File: src/rtl/state_timer.sv
// rtl/state_timer.sv - per-state ms countdown timer with writable duration table (optional STATE_TIMER_PAUSE_EN)
module state_timer #(
    parameter int STATE_W  = 4,
    parameter int T_W      = 19,
    parameter int PRESCALE = 50000
) (
    input  logic               clk,
    input  logic               rst_n,
    input  logic [STATE_W-1:0] present_state,
    input  logic               restart,
    input  logic               pause,
    input  logic               wr_en,
    input  logic [STATE_W-1:0] wr_addr,
    input  logic [T_W-1:0]     wr_data,
    output logic [T_W-1:0]     t,
    output logic [T_W-1:0]     remaining,
    output logic               running,
    output logic               expired
);

    localparam int DEPTH = 2 ** STATE_W;
    localparam int PW    = (PRESCALE > 2) ? $clog2(PRESCALE) : 1;
    localparam logic [PW-1:0] PRESC_LAST = PW'(PRESCALE - 1);

    logic [T_W-1:0]     tbl [DEPTH];
    logic [STATE_W-1:0] state_q;
    logic [PW-1:0]      presc;
    logic               hold;
    logic               state_change;
    logic [T_W-1:0]     load_val;

    // Power-on durations used by the train controller's timed states.
    function automatic logic [T_W-1:0] default_entry(input int idx);
        case (idx)
            3:       default_entry = T_W'(2000);
            4:       default_entry = T_W'(1000);
            5:       default_entry = T_W'(2000);
            default: default_entry = '0;
        endcase
    endfunction

`ifdef STATE_TIMER_PAUSE_EN
    assign hold = pause;
`else
    // Pause is accepted on the port but has no effect in this build.
    assign hold = pause & 1'b0;
`endif

    assign state_change = (present_state != state_q);
    // Table read happens before any same-edge write lands, so a reload sees the old entry.
    assign load_val     = state_change ? tbl[present_state] : tbl[state_q];

    // Duration table: defaults on reset, single write port.
    always_ff @(posedge clk or negedge rst_n) begin
        if (!rst_n) begin
            for (int i = 0; i < DEPTH; i++) begin
                tbl[i] <= default_entry(i);
            end
        end else if (wr_en) begin
            tbl[wr_addr] <= wr_data;
        end
    end

    // Reload on state change or restart, otherwise run the ms countdown.
    always_ff @(posedge clk or negedge rst_n) begin
        if (!rst_n) begin
            state_q   <= '0;
            presc     <= '0;
            t         <= '0;
            remaining <= '0;
            running   <= 1'b0;
            expired   <= 1'b0;
        end else begin
            expired <= 1'b0;
            if (state_change || restart) begin
                state_q   <= present_state;
                t         <= load_val;
                remaining <= load_val;
                presc     <= '0;
                running   <= (load_val != '0);
            end else if (running && !hold) begin
                if (presc == PRESC_LAST) begin
                    presc <= '0;
                    if (remaining <= T_W'(1)) begin
                        remaining <= '0;
                        running   <= 1'b0;
                        expired   <= 1'b1;
                    end else begin
                        remaining <= remaining - T_W'(1);
                    end
                end else begin
                    presc <= presc + PW'(1);
                end
            end
        end
    end

endmodule

File: config.mk
export PLATFORM = sky130hd
export DESIGN_NAME = state_timer
export DESIGN_NICKNAME = d
export VERILOG_FILES = /design/src/rtl/state_timer.sv
export SDC_FILE = /design/constraint.sdc
export NUM_CORES = 1
export LEC_CHECK = 0
export ABC_CLOCK_PERIOD_IN_PS = 5700
export BUFFER_PORTS_ARGS = -buffer_cell sky130_fd_sc_hd__clkbuf_2
export CORE_MARGIN = 2
export CORE_UTILIZATION = 65
export DETAILED_ROUTE_END_ITERATION = 8
export GPL_ROUTABILITY_DRIVEN = 0
export GPL_TIMING_DRIVEN = 0
export HOLD_SLACK_MARGIN = 0.1
export PLACE_DENSITY = 0.89
export SLEW_MARGIN = 20
export SYNTH_ARGS = -nofsm -noshare
export SYNTH_HDL_FRONTEND = slang
export SYNTH_SLANG_ARGS = --single-unit
File: constraint.sdc
create_clock -name clk -period 5.7 [get_ports clk]
set_input_delay 0.855 -clock clk [delete_from_list [all_inputs] [get_ports clk]]
set_output_delay 0.855 -clock clk [all_outputs]
set_load 0.03 [all_outputs]
# After elaboration in Yosys (flattened, before gate mapping)
# Index checks and enable logic that the tools add are counted.
# Widths: inputs -> output; s select.
# totals
romBits	0
mem_count	0
out_inout_bits	40
input_bits	32
mem_bits_rw	0
register_bits	364
latch_bits	0
# op_classes
bitwise_logic	3
shifts	0
reduce_logical	6
multipliers	0
eq_ne	2
magnitude_cmp	5
div	0
add_sub_neg	2
muxes	25
# op_table
cell	count
$bwmux 304	1
$mux 19	10
$bmux 19 s4	2
$demux 19 s4	1
$mux 16	3
$le 19x1->1 const B	1
$reduce_bool 19->1	1
$sub 19x1->19 const B	1
$add 16x1->16 const B	1
$eq 16x16->1 const B	1
$ge 5x5->1 const B	3
$not 4->5	3
$mux 1	8
$lt 5x1->1 const B	1
$ne 4x4->1	1
$reduce_bool 2->1	2
$reduce_and 2->1	1
$logic_and 1x1->1	1
$logic_or 1x1->1	1

# Longest topological paths before layout
# Gate-level depths: netlist of the first run.
# depth
depth_word	7
mapped_depth	11
depth_no_buf	7

# Worst setup path before layout of the first run
# OpenSTA, ideal clock, no wires.
# synth_timing
path_type	input port to flip-flop
start	input present_state[0]
end	register running
t_arrival_ns	2.570
slack_ns	2.997
stages	7
n_path_buf	2
cell_sequence	buf_6 -> buf_12 -> mux4_2 -> mux4_2 -> o21bai_1 -> and4bb_1 -> a31oi_1
# synth_between
elab_chain_cells	7
word_cells_on_any_way	9
classes_between	eq/ne (1); mux (5); bitwise (1); reduce/logical (2)
# synth_rtl
element	line	text
start, declared	9	input logic [STATE_W-1:0] present_state,
$not 4->5 (implied by the code)	51	assign load_val = state_change ? tbl[present_state] : tbl[state_q];
$bmux 19 s4	51	
$mux 19 (implied by the code) (2 in a row)	51	
$mux 19	51	
$reduce_bool 19->1	80	running <= (load_val != '0);
$mux 1 *	75	if (state_change || restart) begin
end signal, assigned	80	
end, declared	17	output logic running,
# Mark *: on every way between the ends. The rest lies on a longest branch, timed or not. The select of a mux whose other input is x is not followed.
# A chain may end at the register's enable or synchronous reset.

# Worst setup path after layout of the first run
# layout_timing
start	input present_state[1]
end	register running
# The elaborated chain is that of the path after synthesis.

==> results of run 1 <==
[cells in the mapped netlist (all sizes together), types with 11 or more instances]
cell type | n | area [um2]
dfrtp | 346 | 8660
mux2 | 305 | 3430
mux2i | 64 | 641
clkbuf | 58 | 218
mux4 | 47 | 1100
nand2 | 45 | 169
nor2 | 44 | 165
nor3 | 42 | 230
buf | 30 | 295
a221oi | 24 | 235
o21ai | 24 | 120
a21oi | 19 | 95.1
dfstp | 18 | 473
nand2b | 15 | 93.8
xnor2 | 12 | 105
inv | 11 | 41.3
[cells in the final DEF (no fill, tap or decap), types with 5 or more instances in the layout]
cell type  netlist  routed
dfrtp_1        346     346
mux2_2         305     305
clkbuf_1        58      72
clkbuf_2         0      69
mux2i_1         64      64
nand2_1         45      45
nor2_1          44      40
nor3_1          38      38
clkbuf_16        0      38
mux4_2          36      36
o21ai_0         21      21
a221oi_1        20      20
a21oi_1         19      19
dfstp_2         18      18
nand2b_1        15      15
xnor2_1         12      12
buf_2           11      11
mux4_1          11      11
inv_1           10      10
a21o_1          10      10
nand3_1         10      10
o2bb2ai_1       10      10
clkbuf_8         0       9
or3_1            8       8
o22ai_1          7       7
a31oi_1          7       7
a22o_1           7       7
buf_12           6       6
clkinv_2         0       6
and2_1           5       5
a221o_1          5       5
a2bb2oi_1        5       5
nand3b_1         5       5
[final timing paths]
kind | startpoint | endpoint | slack [ps] | depth (start not counted)
min | rst_n | presc[9]$_DFFE_PN0P_ | 360 | 1
max reg2reg | state_q[1]$_DFFE_PN0N_ | t[17]$_DFFE_PN0N_ | 2900 | 6
max in group asynchronous | rst_n | tbl[236]$_DFFE_PN1P_ | 3990 | 3
max | present_state[1] | running$_DFF_PN0_ | 2380 | 10
min reg2reg | t[7]$_DFFE_PN0N_ | t[7]$_DFFE_PN0N_ | 470 | 2
min in group clk | t[7]$_DFFE_PN0N_ | t[7]$_DFFE_PN0N_ | 470 | 2
[final cells by class]
class                      instances  area (um2)
timing repair buffer              73         442
fill                            1510        6750
buffer                            88         513
inverter                          11        41.3
sequential                       364        9130
tap                              335         419
clock buffer                      60        1110
multi-input combinational        773        7410
clock inverter                    10        93.8
[cell families (layout without fill, tap and decap cells)]
group	after synthesis	in the layout	synth area share, %
buffers and inverters	99	242	3.24
AO/OA/AOI/OAI	137	137	5.91
XOR/XNOR	14	14	0.718
flip-flops	364	364	53.5
AND/OR/NAND/NOR	203	203	6.15
multiplexers	416	416	30.3
adder cells (fa/ha/maj)	3	3	0.220
[worst max-delay path: cells and delay by family]
kind	cells	cell delay (ps)
buffers and inverters	4	1310
multiplexers	1	360
AND/OR/NAND/NOR	3	540
AO/OA/AOI/OAI	2	640
[sequential cells by signal (all words and copies together), names as in the netlist]
name,flops
t,19
tbl,304
expired,1
remaining,19
presc,16
running,1
state_q,4
[report_power, final]
| part | total (mW) | switching [mW] | internal [mW] |
|---|---|---|---|
| Clock | 2.42 | 1.03 | 1.39 |
| Sequential | 3.52 | 0.351 | 3.17 |
| Combinational | 1.50 | 0.747 | 0.758 |
| Total | 7.45 | 2.13 | 5.32 |
[metrics by stage]
| step | setup WS [ps] | cell area (um2) | hold slack, ps |
|---|---|---|---|
| after CTS | 2490 | 19100 | 391 |
| after detailed placement | 1990 | 17900 | 462 |
| after floorplan | 3000 | 17100 | 464 |
| after global routing | 2300 | 19200 | 426 |
| final | 2380 | 19200 | 362 |
| after global placement | -3730 | 17900 | 459 |
[per-layer routing]
layer | track usage, % | part of all wire, %
met4 | 14.6 | 4.5
met1 | 43.4 | 39
met3 | 7.65 | 9.1
met2 | 51.2 | 47
met5 | 0 | 0
==> results.py, run 1 <==
metrics = {
    "grt": {
        "grt_max_degree": 100,
        "antenna_found_initial": 0,
        "overflow": 0,
        "grt_pass1_wl_mm": 69.5,
        "grt.total_usage_pct": 32.4,
        "grt_pass1_vias": 12013,
    },
    "clocking": {
        "cts_sinks": 364,
        "clk_latency_ps": 540,
        "cts_buffers": 38,
        "ctsHoldBuffers": 0,
        "htree_levels": 2,
        "cts_tree": "yes",
        "cts.path.max_buffers": 3,
        "clockRootBuffer": "clkbuf_16",
        "cts_resized": 0,
        "path_clk_slew_ps": 60,
        "post_cts_buffers": 0,
    },
    "drt": {
        "wl_per_cell_um": 25.6,
        "viasPerCell": 6.76,
        "ant_nets": 0,
        "dr.pass1.iters": 5,
        "drtIter0Drc": 1444,
        "drcViolationCount": 0,
        "drt_wl_total_mm": 43.9,
        "vias": 11583,
    },
    "timing": {
        "rsz0062_at_grt": "no",
        "worst_pin_slew_ps": 1210,
        "finalSetupViolCount": 0,
        "final_hold_viol_count": 0,
        "setup-tns-final_ps": 0,
        "period_share_pct": 58.2,
        "relSlewSlack_pct": 19.0,
        "slew_viol_final": 0,
        "clock_skew_ps": 20.6,
        "max_clock_freq_mhz": 301,
        "period_needed_ps": 3320,
    },
    "run": {
        "max_cap_violations": 0,
    },
    "min_path": {
        "hold_path.class": "in -> async",
    },
    "floorplanning": {
        "placementRows": 59,
        "chipWidth_um": 166,
        "die_h_um": 166,
        "dieArea_mm2": 0.0276,
        "core_area_mm2": 0.0259,
        "initial_core_util_pct": 65.9,
        "io_pins": 72,
    },
    "finish": {
        "layout-drive-gt1-share_pct": 38.4,
        "area_growth_pct": 12.2,
        "post-route-util_pct": 73.9,
        "fin_nets": 1384,
        "diodes": 0,
        "finalNonFillerCells": 1714,
    },
    "power_and_ir_drop": {
        "p_leak_nw": 8.38,
        "report.power.total_mw": 7.45,
        "power_density_mw_per_mm2": 389,
        "peakVddDrop_v": 0.000387,
    },
    "logic_synthesis": {
        "ys_ff_latch": 364,
        "syn_avg_cell_area_um2": 13.8,
        "synth_area_mm2": 0.0171,
        "postSynth.asyncResetShare_pct": 100,
        "synth_cells": 1236,
        "synth_top_flop_cell": "dfrtp_1",
        "synth_edf_count": 0,
        "syn-num-nets": 1271,
        "yosysWarningCount": 0,
        "synthDistinctLibCells": 63,
        "ys_seq_area_share_pct": 53.5,
    },
    "worst_setup_path": {
        "end_kind": "flop",
        "start_kind": "primary input",
        "crit_type": "in -> reg",
        "cpMaxStageDelayCell": "o21ai_1",
        "slowest_delay_ps": 520,
        "crit_top_cell": "buf_2",
        "path_cells": "clkbuf_2, buf_2, buf_2, buf_2, mux4_2, nor2_1, nor2_1, o21ai_1, nor4bb_1, a31oi_1",
        "required_ps": 6100,
        "path_max_fanout": 10,
        "cp.arrival_ps": 3720,
    },
    "placed_design": {
        "port_buffers": 70,
        "dpl.cell_count": 1644,
        "hpwl_mm": 29.1,
    },
    "run_status": {
        "status": "completed",
    },
}
Note: power is estimated with default switching activity, not from simulation.
==> run 2: changes to the inputs <==
ABC_CLOCK_PERIOD_IN_PS = 3150   (was 5700)
CORE_UTILIZATION = 62   (was 65)
PLACE_DENSITY = 0.86   (was 0.89)
clock period = 3.15 ns   (was 5.7 ns; I/O delays follow)
==> run 2 against run 1 <==
  * Clock power grew 85%
  * Die area increased by 4.7%
  * Worst hold slack worse by 82 ps
  * Critical path depth is the same
  * First-iteration DRC count down 4.6%
  * Final cell count up 0.29%
  * Largest power group unchanged
==> results.py, run 2 (same netlist as run 1, synthesis figures left out) <==
metrics = {
    "worst_setup_path": {
        "path_max_fanout": 10,
        "crit_type": "in -> reg",
        "slowest_delay_ps": 420,
        "path_buf_inv": 4,
        "required_ps": 3540,
        "crit_top_cell": "buf_2",
        "cp.arrival_ps": 3260,
        "cpMaxStageDelayCell": "buf_2",
        "start_kind": "primary input",
        "end_kind": "flop",
        "path_cells": "clkbuf_2, buf_2, buf_2, buf_2, mux4_2, nand2b_1, a21oi_1, o22ai_1, nor4_2, a31oi_1",
        "critPathTopFamily": "buffers and inverters",
    },
    "clocking": {
        "cts.path.max_buffers": 3,
        "htree_levels": 2,
        "clockRootBuffer": "clkbuf_16",
        "cts_sinks": 364,
        "cts_tree": "yes",
        "cts_buffers": 37,
        "path_clk_slew_ps": 60,
        "cts_resized": 0,
        "clk_latency_ps": 530,
    },
    "floorplanning": {
        "core_area_mm2": 0.0270,
        "die_h_um": 170,
        "io_pins": 72,
        "chipWidth_um": 170,
        "placementRows": 60,
        "dieArea_mm2": 0.0289,
        "initial_core_util_pct": 63.2,
    },
    "grt": {
        "grt.total_usage_pct": 30.8,
        "grt_pass1_vias": 11739,
        "grt_pass1_wl_mm": 67.7,
        "overflow": 0,
        "grt_max_degree": 97,
        "antenna_found_initial": 0,
    },
    "drt": {
        "drt_wl_total_mm": 43.3,
        "drtIter0Drc": 1377,
        "wl_per_cell_um": 25.2,
        "ant_nets": 0,
        "dr.pass1.iters": 5,
        "drcViolationCount": 0,
        "viasPerCell": 6.66,
        "vias": 11453,
    },
    "finish": {
        "layout-drive-gt1-share_pct": 38.8,
        "largest_reg_flops": 304,
        "layout_common_cells": "dfrtp_1, mux2_2, clkbuf_2",
        "stdcell_area_mm2": 0.0192,
        "top_regs": "tbl x304, remaining x19, t x19",
        "n_fill_cell": 1674,
        "fin_nets": 1385,
        "final_common_cell": "dfrtp_1",
        "regMostFlops": "tbl",
        "post-route-util_pct": 71.2,
        "area_growth_pct": 12.6,
        "diodes": 0,
    },
    "power_and_ir_drop": {
        "report.power.total_mw": 13.6,
        "intPower_mw": 9.76,
        "swShare_pct": 28.0,
        "peakVddDrop_v": 0.000433,
        "switchingPower_mw": 3.80,
        "power_frac_seq_pct": 46.9,
        "p_leak_nw": 8.41,
        "power_density_mw_per_mm2": 704,
        "combPwrFrac_pct": 20.1,
        "clkPwrFrac_pct": 33.0,
    },
    "placed_design": {
        "dpl-instance-area_mm2": 0.0180,
        "hpwl_mm": 29.7,
        "port_buffers": 70,
    },
    "timing": {
        "rsz0062_at_grt": "no",
        "final_hold_viol_count": 0,
        "slew_viol_final": 0,
        "period_needed_ps": 2870,
        "whs_ps": 280,
        "worst_pin_slew_ps": 1130,
        "clock_skew_ps": 15.4,
        "period_share_pct": 91.1,
        "max_clock_freq_mhz": 349,
        "relSlewSlack_pct": 24.4,
        "setup-tns-final_ps": 0,
        "finalSetupViolCount": 0,
    },
    "min_path": {
        "hold_path.class": "in -> reg",
    },
    "run_status": {
        "status": "completed",
    },
    "run": {
        "max_cap_violations": 0,
    },
}
-- run 2: cell types whose count changed in the layout (fill, tap and decap cells not counted), sizes merged --
cell / delta
buf: +1
bufinv: +1
clkbuf: -1
clkinv: -3
dlygate4sd3: +1
-- run 2: per-stage QoR --
stage,instances,setup slack [ps]
after detailed placement,1651,-145
after global routing,1719,183
after global placement,1647,-5940
final,1719,281
after floorplan,1236,829
after CTS,1719,359
-- run 2: per-layer routing --
| metal | GRT usage, % | wire length (um) | up-vias |
|---|---|---|---|
| met3 | 5.56 | 3180 | 131 |
| met2 | 50.5 | 20600 | 550 |
| met1 | 41.6 | 17900 | 5956 |
| li1 | - | - | 4816 |
| met4 | 11.7 | 1570 | 0 |
| met5 | 0 | 0 | - |
-- run 2: path summary, 6_finish.rpt --
path,end,slack (ps),from,cells past startpoint
max in group asynchronous,tbl[236]$_DFFE_PN1P_,1170,rst_n,5
worst min register to register,t[18]$_DFFE_PN0N_,470,t[18]$_DFFE_PN0N_,2
min in group asynchronous,presc[10]$_DFFE_PN0P_,470,rst_n,2
worst max-delay path,running$_DFF_PN0_,280,present_state[1],10
worst min-delay path,tbl[22]$_DFFE_PN0P_,280,wr_data[3],2
worst max register to register,t[8]$_DFFE_PN0N_,410,state_q[2]$_DFFE_PN0N_,7
-- run 2: final cells by class --
cell class	instances	area, um2	area share [%]
Clock buffer	59	1140	5.92
Inverter	11	41.3	0.215
Multi-Input combinational cell	773	7410	38.5
Sequential cell	364	9130	47.5
Buffer	88	513	2.67
Tap cell	341	427	2.22
Clock inverter	8	97.6	0.507
Timing Repair Buffer	75	479	2.49
-- run 2: power by group through the flow --
stage          registers, mW  logic, mW  clock network [mW]
3_5_place_dp            6.39       2.67                   0
2_1_floorplan           6.40       1.74                   0
4_1_cts                 6.33       2.70                4.48
5_1_grt                 6.46       2.91                4.69
6_report                6.36       2.73                4.47
3_3_place_gp            6.30       2.54                   0
-- run 2: worst register-to-register path, delay by kind of cell (launching register included) --
kind                      cells  cell delay, ps
buffers and inverters         2            1040
xor gates and xnor gates      1             160
and+or+nand+nor               4            1100
DFF                           1             380
-- run 2: what timing repair did --
| action | CTS | global route |
|---|---|---|
| endpoints found under the setup margin | 0 | 0 |
| endpoints found under the hold margin | 46 | 0 |
| setup buffers | 0 | 0 |
| hold buffers | 1 | 0 |
